**src/rtl/seg7_display_driver.sv**
```systemverilog
// Binary-to-decimal driver for a multiplexed common-anode 7-segment display.
// Sequential shift-add-3 conversion, atomic display load, refresh scan and leading-zero blanking.
module seg7_display_driver #(
  parameter int unsigned DATA_WIDTH  = 8,
  parameter int unsigned DIGITS      = 4,
  parameter int unsigned REFRESH_DIV = 50000
) (
  input  logic                  clk,
  input  logic                  reset,
  input  logic [DATA_WIDTH-1:0] value,
  input  logic                  blank_en,
  output logic [6:0]            seg,
  output logic [DIGITS-1:0]     an,
  output logic                  busy
);

  localparam int unsigned CNT_W = (DATA_WIDTH > 1) ? $clog2(DATA_WIDTH) : 1;
  localparam int unsigned PRE_W = $clog2(REFRESH_DIV);
  localparam int unsigned IDX_W = (DIGITS > 1) ? $clog2(DIGITS) : 1;

  localparam logic [CNT_W-1:0] CNT_LAST = CNT_W'(DATA_WIDTH - 1);
  localparam logic [PRE_W-1:0] PRE_LAST = PRE_W'(REFRESH_DIV - 1);
  localparam logic [IDX_W-1:0] IDX_LAST = IDX_W'(DIGITS - 1);

  localparam logic [6:0] SEG_ZERO  = 7'b1000000;
  localparam logic [6:0] SEG_DASH  = 7'b0111111;
  localparam logic [6:0] SEG_BLANK = 7'b1111111;

  typedef enum logic [1:0] {
    IDLE  = 2'd0,
    SHIFT = 2'd1,
    LOAD  = 2'd2
  } state_t;

  state_t state, state_next;

  logic [DATA_WIDTH-1:0]    cap_q;
  logic [DATA_WIDTH-1:0]    shift_q;
  logic [DIGITS-1:0][3:0]   work_bcd;
  logic                     work_ovf;
  logic [CNT_W-1:0]         bit_cnt;
  logic [DIGITS-1:0][3:0]   disp_bcd;
  logic                     disp_ovf;
  logic [PRE_W-1:0]         presc;
  logic [IDX_W-1:0]         idx_q;

  logic                     start_c;
  logic                     shift_c;
  logic                     load_c;
  logic [DIGITS-1:0][3:0]   adj_c;
  logic [DIGITS-1:0]        lz_c;
  logic [6:0]               seg_c;
  logic [DIGITS-1:0]        an_c;

  function automatic logic [6:0] decode(input logic [3:0] d);
    case (d)
      4'd0:    decode = 7'b1000000;
      4'd1:    decode = 7'b1111001;
      4'd2:    decode = 7'b0100100;
      4'd3:    decode = 7'b0110000;
      4'd4:    decode = 7'b0011001;
      4'd5:    decode = 7'b0010010;
      4'd6:    decode = 7'b0000010;
      4'd7:    decode = 7'b1111000;
      4'd8:    decode = 7'b0000000;
      4'd9:    decode = 7'b0010000;
      default: decode = SEG_DASH;
    endcase
  endfunction

  // Conversion FSM state register
  always_ff @(posedge clk or posedge reset) begin
    if (reset) state <= IDLE;
    else       state <= state_next;
  end

  // Conversion FSM next state
  always_comb begin
    state_next = state;
    case (state)
      IDLE:    if (value != cap_q) state_next = SHIFT;
      SHIFT:   if (bit_cnt == '0) state_next = LOAD;
      LOAD:    state_next = IDLE;
      default: state_next = IDLE;
    endcase
  end

  // Conversion FSM datapath controls
  always_comb begin
    start_c = 1'b0;
    shift_c = 1'b0;
    load_c  = 1'b0;
    case (state)
      IDLE:    start_c = (value != cap_q);
      SHIFT:   shift_c = 1'b1;
      LOAD:    load_c  = 1'b1;
      default: ;
    endcase
  end

  // Add-3 correction of every working nibble ahead of the shift
  always_comb begin
    adj_c = work_bcd;
    for (int i = 0; i < int'(DIGITS); i++) begin
      if (work_bcd[i] >= 4'd5) adj_c[i] = work_bcd[i] + 4'd3;
    end
  end

  // Conversion datapath and atomic display load
  always_ff @(posedge clk or posedge reset) begin
    if (reset) begin
      cap_q    <= '0;
      shift_q  <= '0;
      work_bcd <= '0;
      work_ovf <= 1'b0;
      bit_cnt  <= '0;
      disp_bcd <= '0;
      disp_ovf <= 1'b0;
      busy     <= 1'b0;
    end else begin
      busy <= (state_next != IDLE);
      if (start_c) begin
        cap_q    <= value;
        shift_q  <= value;
        work_bcd <= '0;
        work_ovf <= 1'b0;
        bit_cnt  <= CNT_LAST;
      end
      if (shift_c) begin
        {work_bcd, shift_q} <= {adj_c, shift_q} << 1;
        if (adj_c[DIGITS-1][3]) work_ovf <= 1'b1;
        bit_cnt <= bit_cnt - CNT_W'(1);
      end
      if (load_c) begin
        disp_bcd <= work_bcd;
        disp_ovf <= work_ovf;
      end
    end
  end

  // Refresh prescaler and digit index
  always_ff @(posedge clk or posedge reset) begin
    if (reset) begin
      presc <= '0;
      idx_q <= '0;
    end else if (presc == PRE_LAST) begin
      presc <= '0;
      idx_q <= (idx_q == IDX_LAST) ? '0 : idx_q + IDX_W'(1);
    end else begin
      presc <= presc + PRE_W'(1);
    end
  end

  // lz_c[i]: digit i and every digit above it are zero
  always_comb begin
    lz_c = '1;
    for (int i = 0; i < int'(DIGITS); i++) begin
      for (int j = i; j < int'(DIGITS); j++) begin
        if (disp_bcd[j] != 4'd0) lz_c[i] = 1'b0;
      end
    end
  end

  // Pattern for the currently scanned digit; overflow dashes override blanking
  always_comb begin
    an_c = ~(DIGITS'(1) << idx_q);
    if (disp_ovf)
      seg_c = SEG_DASH;
    else if (blank_en && (idx_q != '0) && lz_c[idx_q])
      seg_c = SEG_BLANK;
    else
      seg_c = decode(disp_bcd[idx_q]);
  end

  // Registered display pins
  always_ff @(posedge clk or posedge reset) begin
    if (reset) begin
      seg <= SEG_ZERO;
      an  <= ~DIGITS'(1);
    end else begin
      seg <= seg_c;
      an  <= an_c;
    end
  end

endmodule
```
**config.mk**
```make
export PLATFORM = sky130hd
export DESIGN_NAME = seg7_display_driver
export DESIGN_NICKNAME = d
export VERILOG_FILES = /design/src/rtl/seg7_display_driver.sv
export SDC_FILE = /design/constraint.sdc
export NUM_CORES = 1
export LEC_CHECK = 0
export BUFFER_PORTS_ARGS = -buffer_cell sky130_fd_sc_hd__buf_2
export CAP_MARGIN = 20
export CORE_MARGIN = 5
export CORE_UTILIZATION = 35
export CTS_CLUSTER_DIAMETER = 60
export DETAILED_ROUTE_END_ITERATION = 8
export PLACE_DENSITY = 0.54
export SYNTH_ARGS = -nofsm -noshare
export SYNTH_HDL_FRONTEND = slang
export SYNTH_SLANG_ARGS = --single-unit
```
**constraint.sdc**
```tcl
create_clock -name clk -period 7.9 [get_ports clk]
set_clock_uncertainty 0.05 [all_clocks]
set_input_delay 1.185 -clock clk [delete_from_list [all_inputs] [get_ports clk]]
set_output_delay 1.185 -clock clk [all_outputs]
set_load 0.01 [all_outputs]
```
# --- Word level (Yosys, flattened, before mapping) ---
# Memories as Yosys holds them, arrays and structs flattened.
# Index checks and enable logic that the tools add are counted.
word_totals:
  reg_bits: 85
  rom_bits: 112
  in_bits: 11
  output_inout_bits: 12
  wordCells: 87
  memories: 1
memory_table:
  columns: ["memory", "depth", "width", "rd", "rd_clocked_by_memory_dff", "write_ports", "line", "source"]
  rows:
  - ["(no name shown)", 16, 7, 1, 0, 0, "56", "case (d)"]
classes:
  add_sub_neg: 7
  n_lt_le_gt_ge: 5
  eq_ne: 5
  shift: 1
  mux: 37
  bitwise: 1
  reduce_logical: 11
ops:
  columns: ["op", "count"]
  rows:
  - ["$mux W16", 3]
  - ["$mux W4", 5]
  - ["$mux W1", 17]
  - ["$add A16 B1 Y16 const B", 1]
  - ["$add A4 B2 Y4 const B", 4]
  - ["$eq A16 B16 Y1 const B", 1]
  - ["$ge A4 B3 Y1 const B", 4]
  - ["$mux W8", 2]
  - ["$reduce_bool A4 Y1", 4]
  - ["$mux W7", 2]
  - ["$bmux W4 S2", 1]
  - ["$ne A8 B8 Y1", 1]
  - ["$mux W2", 3]
  - ["$mux W3", 2]
  - ["$reduce_bool A2 Y1", 3]
  - ["$eq A2 B2 Y1 const B", 2]
  - ["$not A4 Y4", 1]
  - ["$pmux W2 S2", 1]
  - ["$shl A1 B2 Y4 const A", 1]
  - ["$logic_not A3 Y1", 1]
  - ["$lt A2 B3 Y1 const B", 1]
  - ["$sub A3 B1 Y3 const B", 1]
  - ["$add A2 B1 Y2 const B", 1]
  - ["$bmux W1 S2", 1]
  - ["other kinds (3)", 4]

# --- Depth between registers and ports, before layout ---
# Gate-level depths: netlist of run 1.
depth:
  word_depth: 10
  mapped_depth: 8
  mapped_depth_nobuf: 7

# --- Worst setup path before layout of run 1 ---
# Ideal clock, no wire load.
synth_path:
  path_type: "input to register"
  start: "input port value[3]"
  end: "register shift_q[1]"
  arrival_time_ns: 2.277
  path_slack_ns: 5.506
  stages: 5
  n_path_buf: 1
  cell_sequence: "xnor2_1 > nand4_1 > o31ai_1 > buf_2 > a221o_1"
synth_between:
  elab_chain_cells: 3
synth_lines:
  columns: ["item", "line", "source"]
  rows:
  - ["start, declared", "10", "input logic [DATA_WIDTH-1:0] value,"]
  - ["$ne A8 B8 Y1", "94", "IDLE: start_c = (value != cap_q);"]
  - ["$mux W1", "93", "case (state)"]
  - ["$reduce_bool A2 Y1 (no source line)", null, null]
  - ["end signal, assigned", "124", "shift_q <= value;"]
  - ["end signal, assigned", "130", "{work_bcd, shift_q} <= {adj_c, shift_q} << 1;"]
  - ["end, declared", "38", "logic [DATA_WIDTH-1:0] shift_q;"]
# No other way between the ends.
# A chain may end at the register's enable or synchronous reset.

# --- Worst setup path after layout of run 1 ---
layout_path:
  start: "input port value[3]"
  end: "register shift_q[4]"
# Same word-level chain as after synthesis.

==> reports/qor.csv, run 1 <==
stage,metric,value,unit
synthesis,synth-seq-cells,85,
finish,regArea,2132,sq um
min_path,hp-class,reg2reg,
clocking,cts_resized,0,
place,gp_congestion,0.8111,
clocking,clockBufferDepth,2,
clocking,cts_setup_buffers,0,
floorplan,initial_core_util,35.48,%
drt,drc,0,
timing,tightest_slew,990.5,ps
synthesis,syn-num-nets,402,
critical_path,worst_ep_arrival_time,3050,ps
synthesis,postSynthAreaPerCell,11.39,sq um
global_routing,grt_start_max_net_pins,86,
power_and_ir_drop,ir_drop,0.1583,mV
job,drv_cap,0,
clocking,ctsRootBufferMaster,clkbuf_16,
global_routing,grt_overflow,0,
place,placed_area,4464,sq um
floorplan,rows,40,
finish,drive_above_1_share,17.09,%
clocking,cts.reportedPaths.clkPinSlew,60,ps
timing,grt_setup_unrepaired,no,
floorplan,die_x,119.9,microns
timing,hold_violations,0,
clocking,cts_made_buffers,9,
timing,setup_viol,0,
finish,antenna_cells,0,
min_path,worstHoldStart,bit_cnt[0]$_DFFE_PP0P_,
clocking,cts_hold_buf,0,
drt,wl_per_cell,14.33,microns
min_path,hold_end,bit_cnt[0]$_DFFE_PP0P_,
synthesis,ys_warn_count,0,
synthesis,seq_area_frac_synth,50.44,%
global_routing,grt_usage,11.82,%
finish,fill_cells,1152,
synthesis,yosysUniqueCellTypes,54,
finish,fin_nets,425,
timing,fin_tns_setup,0,ps
synthesis,syn_area,4227,sq um
floorplan,fp.dieH,119.9,microns
drt,wl,7.809,mm
global_routing,grt_pass1_wl,13.68,mm
clocking,cts_max_level,3,
power_and_ir_drop,powerDensity,351.0,nW/um^2
min_path,hold_depth,1,
timing,final.period_utilization,35.73,%
critical_path,cp-start-kind,primary input,
synthesis,ys.flop_type,dfrtp_1,
clocking,cts_tree,yes,
clocking,clk_latency,340,ps
global_routing,grt_pass1_vias,2789,
synthesis,synthArstFlopShare,100.0,%
timing,post-route-min-period,2823,ps
drt,num_vias,2722,
floorplan,dieArea,14370,sq um
critical_path,setup.worst_path.class,in2reg,
timing,max_freq,0.3543,GHz
synthesis,syn_inst,371,
timing,relSlewSlack,33.41,%
critical_path,rr_worst_depth,7,
critical_path,reg2reg_from,idx_q[0]$_DFFE_PP0N_,
global_routing,antenna_found_initial,0,
place,port_buffers,22,
timing,drv_slew,0,
synthesis,synth-edff-count,0,
timing,hold_ws,438.8,ps
critical_path,r2r-end,seg[3]$_DFF_PP0_,
finish,area_delta_synth_final,13.03,%
critical_path,worstSetupEndpointType,register,
synthesis,synth.largest_area_cell,dfrtp_1,
critical_path,worst-path-max-fanout,8,
critical_path,required,8130,ps
drt,avgViaCountPerCell,4.994,
clocking,cts.sinks,85,
outcome,status,"finished, final reports clean",
power_and_ir_drop,p_leak,0.002095,uW
finish,multi_input_area,1906,sq um
floorplan,core_area,11910,sq um
place,dp_hpwl,5.347,mm
finish,final_area,4777,sq um
drt,antenna_left,0,
critical_path,rrSetupSlack,5640,ps
drt,drtPass1Iterations,4,
synthesis,synth_top_area_share,47.96,%
floorplan,io_pins,23,
synthesis,synthTopCellsByArea,"dfrtp_1 48%, ha_1 5.9%, mux2_2 3.2%, xnor2_1 3.1%, dfstp_2 2.5%",
drt,drtIter0Drc,133,
## placed cells by master (no fill, tap or decap), types with 8 or more instances in the layout
cell and n:
dfrtp_1 81, xor2_1 12, buf_2 22, o21ai_0 15, o22ai_1 10, and2_1 8, nor2_1 10, mux2_2 12
nand3_1 9, ha_1 20, mux2_1 8, inv_1 26, clkbuf_16 9, xnor2_1 15, nand2_1 27
## cell families after synthesis
logic type / count (synthesis) / synth area share, %
muxes: 30 / 9.207
buffers and inverters: 42 / 4.470
adders and majority gates: 20 / 5.921
AOI/OAI and AO/OA: 65 / 10.81
xor gates and xnor gates: 27 / 5.595
DFF: 85 / 50.44
and+or+nand+nor: 102 / 13.56
## flip-flops by register name (all words and copies together) (netlist names)
| signal | count |
|---|---|
| state | 2 |
| cap_q | 8 |
| presc | 16 |
| work_ovf | 1 |
| an | 4 |
| shift_q | 8 |
| work_bcd | 16 |
| disp_ovf | 1 |
| idx_q | 2 |
| busy | 1 |
| bit_cnt | 3 |
| disp_bcd | 16 |
| seg | 7 |
## per-stage QoR
stage	util, %	instances	worst slack, ps	power [uW]
detailed placement	37.48	528	4703	1294
CTS	39.81	543	5047	1697
global route	40.11	545	4884	1816
finish	40.11	545	5077	1677
global placement	37.35	527	4713	1271
floorplan	-	371	4478	1152
## power breakdown
| group | total (uW) | switching, uW | internal (uW) | leakage [uW] |
|---|---|---|---|---|
| logic | 597 | 298 | 299 | 0.000907 |
| clock network | 395 | 166 | 229 | 0.000135 |
| registers | 686 | 106 | 579 | 0.00105 |
| total | 1680 | 570 | 1110 | 0.00210 |
## routing by layer
layer,track usage (%),routed length (microns),up-vias
met5,0,0,-
met4,4.653,129,0
met3,3.534,237,11
met2,18.64,3640,31
met1,15.27,3802,1324
li1,-,-,1356
## area by class of cell
class,count,area share (%)
Sequential cell,85,44.63
Clock buffer,12,5.369
Clock inverter,3,0.4453
Multi-Input combinational cell,244,39.89
Timing Repair Buffer,27,3.667
Tap cell,147,3.850
Inverter,27,2.148
## worst max path at each step
stage / start / to
final: value[3] / shift_q[4]$_DFFE_PP0P_
after global routing: value[3] / shift_q[4]$_DFFE_PP0P_
after CTS: value[3] / shift_q[6]$_DFFE_PP0P_
after detailed placement: value[3] / shift_q[6]$_DFFE_PP0P_
after global placement: value[6] / cap_q[6]$_DFFE_PP0P_
after floorplan: reset / an[0]$_DFF_PP0_
## cell usage after synthesis (9+ instances only)
library cell  number
dfrtp_1           81
inv_1             27
nand2_1           27
ha_1              20
o21ai_0           15
xnor2_1           15
mux2_2            12
xor2_1            12
nor2_1            10
o22ai_1           10
nand3_1            9
## worst max-delay path: stages
cell     delay (ps)
buf_2           120
xnor2_1         160
nand4_1         250
o31ai_1         900
buf_4           280
a221o_1         150
Note: power is estimated with default switching activity, not from simulation.
==> run 2, diff against run 1 <==
PLACE_DENSITY = 0.55   (was 0.54)
clock period = 2.56 ns   (was 7.9 ns; I/O delays follow)
==> run 2 against run 1 <==
  * Non-clock buffer count is 6 higher
  * Core utilization is 0.58 points higher
  * Flip-flop and latch count stayed put
  * Critical path type is now reg2reg
  * Critical endpoint is now seg[4]$_DFF_PP0_
==> reports/qor.csv, run 2 (synthesis gave the netlist of run 1 again) <==
stage,metric,value,unit,change
floorplan,core_area,11910,sq um,unchanged
critical_path,crit_path_cell_trace,mux4_1 -> inv_1 -> ha_1 -> inv_1 -> mux2_4 -> o22ai_1 -> nand3b_1,,was buf_2 -> xnor2_1 -> nand4_1 -> o31ai_1 -> buf_4 -> a221o_1
critical_path,critPathSlowestCell,mux4_1,,was o31ai_1
finish,reg_top3,"disp_bcd: 16 flops, presc: 16 flops, work_bcd: 16 flops",,unchanged
timing,fin_tns_setup,0,ps,unchanged
drt,drtPass1Iterations,4,,unchanged
timing,drv_slew,0,,unchanged
global_routing,grt_start_max_net_pins,69,,was 86
global_routing,grt_pass1_vias,2815,,was 2789
power_and_ir_drop,ir_drop,0.4883,mV,was 0.1583 mV
outcome,status,"finished, final reports clean",,unchanged
critical_path,worst_ep_arrival_time,2330,ps,was 3050 ps
min_path,hold_depth,2,,was 1
power_and_ir_drop,p_switching,1776,uW,was 570.1 uW
finish,area_delta_synth_final,14.65,%,was 13.03%
place,dp_hpwl,5.523,mm,was 5.347 mm
finish,fill_cells,1158,,was 1152
critical_path,worst-path-max-fanout,5,,was 8
drt,avgViaCountPerCell,4.984,,was 4.994
critical_path,rr_worst_depth,7,,unchanged
clocking,cts.reportedPaths.clkPinSlew,60,ps,about the same
critical_path,setup.worst_path.class,reg2reg,,was in2reg
drt,wl,7.837,mm,was 7.809 mm
timing,tightest_slew,828.9,ps,was 990.5 ps
timing,post-route-min-period,2165,ps,
place,dp_slack,381.3,ps,was 4703 ps
timing,final.period_utilization,84.56,%,
critical_path,path_depth,7,,was 6
timing,grt_setup_unrepaired,no,,unchanged
drt,num_vias,2751,,was 2722
finish,final_cells,552,,was 545
floorplan,die_x,119.9,microns,unchanged
job,drv_cap,0,,unchanged
drt,drc,0,,unchanged
power_and_ir_drop,swShare,33.34,%,was 34.00%
clocking,clk_latency,340,ps,about the same
timing,max_freq,0.4619,GHz,
floorplan,fp.dieH,119.9,microns,unchanged
floorplan,io_pins,23,,unchanged
power_and_ir_drop,power_frac_comb,35.0,%,was 35.6%
finish,layout_commonest_cell,dfrtp_1,,unchanged
finish,final_cell_mix,"81 x dfrtp_1, 27 x nand2_1, 26 x inv_1",,unchanged
clocking,clockBufferDepth,2,,unchanged
power_and_ir_drop,powerDensity,1099,nW/um^2,was 351.0 nW/um^2
drt,drtIter0Drc,124,,was 133
timing,hold_violations,0,,unchanged
place,port_buffers,22,,unchanged
timing,relSlewSlack,44.74,%,was 33.41%
floorplan,dieArea,14370,sq um,unchanged
global_routing,antenna_found_initial,0,,unchanged
critical_path,cp_slowest_stage_delay,660,ps,was 900 ps
clocking,cts_resized,0,,unchanged
critical_path,crit_top_cell,inv_1,,
floorplan,initial_core_util,35.48,%,unchanged
power_and_ir_drop,power.internal,3551,uW,was 1107 uW
min_path,hp-class,in2reg,,was reg2reg
finish,drive_above_1_share,18.52,%,was 17.09%
timing,hold_ws,252.0,ps,was 438.8 ps
clocking,ctsRootBufferMaster,clkbuf_16,,unchanged
place,placed_cells,535,,was 528
finish,post-route-util,40.68,%,was 40.11%
global_routing,grt_usage,11.91,%,was 11.82%
floorplan,rows,40,,unchanged
clocking,cts_max_level,3,,unchanged
critical_path,required,2720,ps,was 8130 ps
clocking,cts.sinks,85,,unchanged
finish,fin_nets,431,,was 425
global_routing,grt_overflow,0,,unchanged
place,gp_congestion,0.8041,,was 0.8111
power_and_ir_drop,clockPowerShare,25.2,%,was 23.5%
global_routing,grt_pass1_wl,13.70,mm,was 13.68 mm
power_and_ir_drop,p_seq_share,39.8,%,was 40.9%
timing,worst_slack,395.1,ps,was 5077 ps
drt,antenna_left,0,,unchanged
critical_path,worstSetupEndpointType,register,,unchanged
drt,wl_per_cell,14.20,microns,was 14.33 microns
clocking,cts_made_buffers,9,,unchanged
finish,antenna_cells,0,,unchanged
critical_path,path_buf_inv,2,,unchanged
critical_path,crit_family,multiplexers,,was compound AO/OA/AOI/OAI gates
critical_path,cp-start-kind,register,,was primary input
power_and_ir_drop,p_leak,0.002139,uW,was 0.002095 uW
clocking,cts_tree,yes,,unchanged
timing,setup_viol,0,,unchanged
run 2: cell types whose count changed in the layout (fill, tap and decap cells not counted), sizes merged:
cell / previous run / this run
buf: 27 / 32
bufinv: 0 / 1
dlygate4sd3: 0 / 1
run 2: per-stage QoR:
stage / total power (uW) / area, sq um
2_1_floorplan: 3555 / 4230
3_3_place_gp: 3968 / 4524
3_5_place_dp: 4026 / 4524
4_1_cts: 5404 / 4846
5_1_grt: 5746 / 4846
6_report: 5328 / 4846
run 2: path summary, 6_finish.rpt:
path | startpoint | endpoint | slack [ps]
setup / recovery | idx_q[0]$_DFFE_PP0N_ | seg[4]$_DFF_PP0_ | 400
hold / removal | value[2] | cap_q[2]$_DFFE_PP0P_ | 250
setup reg to reg | idx_q[0]$_DFFE_PP0N_ | seg[4]$_DFF_PP0_ | 400
hold reg to reg | bit_cnt[0]$_DFFE_PP0P_ | bit_cnt[0]$_DFFE_PP0P_ | 450
max in group asynchronous | reset | presc[6]$_DFF_PP0_ | 1260
min in group asynchronous | reset | seg[0]$_DFF_PP0_ | 530
run 2: cell type report:
class                      instances  area [sq um]  area share (%)
multi-input combinational        244          1906           39.32
sequential                        85          2132           44.00
clock inverter                     4         45.04          0.9295
inverter                          27         105.1           2.169
clock buffer                      12         266.5           5.500
tap                              147         183.9           3.795
timing repair buffer              33         207.7           4.286
run 2: power groups by stage:
stage               Clock (uW)  Sequential, uW  Combinational (uW)
CTS                       1380            2120                1900
finish                    1340            2120                1870
detailed placement           0            2140                1880
global placement             0            2130                1840
global route              1440            2170                2130
floorplan                    0            2060                1500
run 2: per-layer routing:
layer / vias to the layer above / share of wire (%) / wire (microns) / global-route usage, %
li1: 1369 / - / - / -
met1: 1338 / 49 / 3862 / 15.17
met2: 39 / 46 / 3600 / 19.21
met3: 5 / 3.8 / 296 / 4.147
met4: 0 / 0.98 / 77 / 3.436
met5: - / 0 / 0 / 0
run 2: what timing repair did:
item / in CTS / in global routing
endpoints found under the hold margin: 13 / 0
setup buffers: 0 / 0
hold buffers: 1 / 0
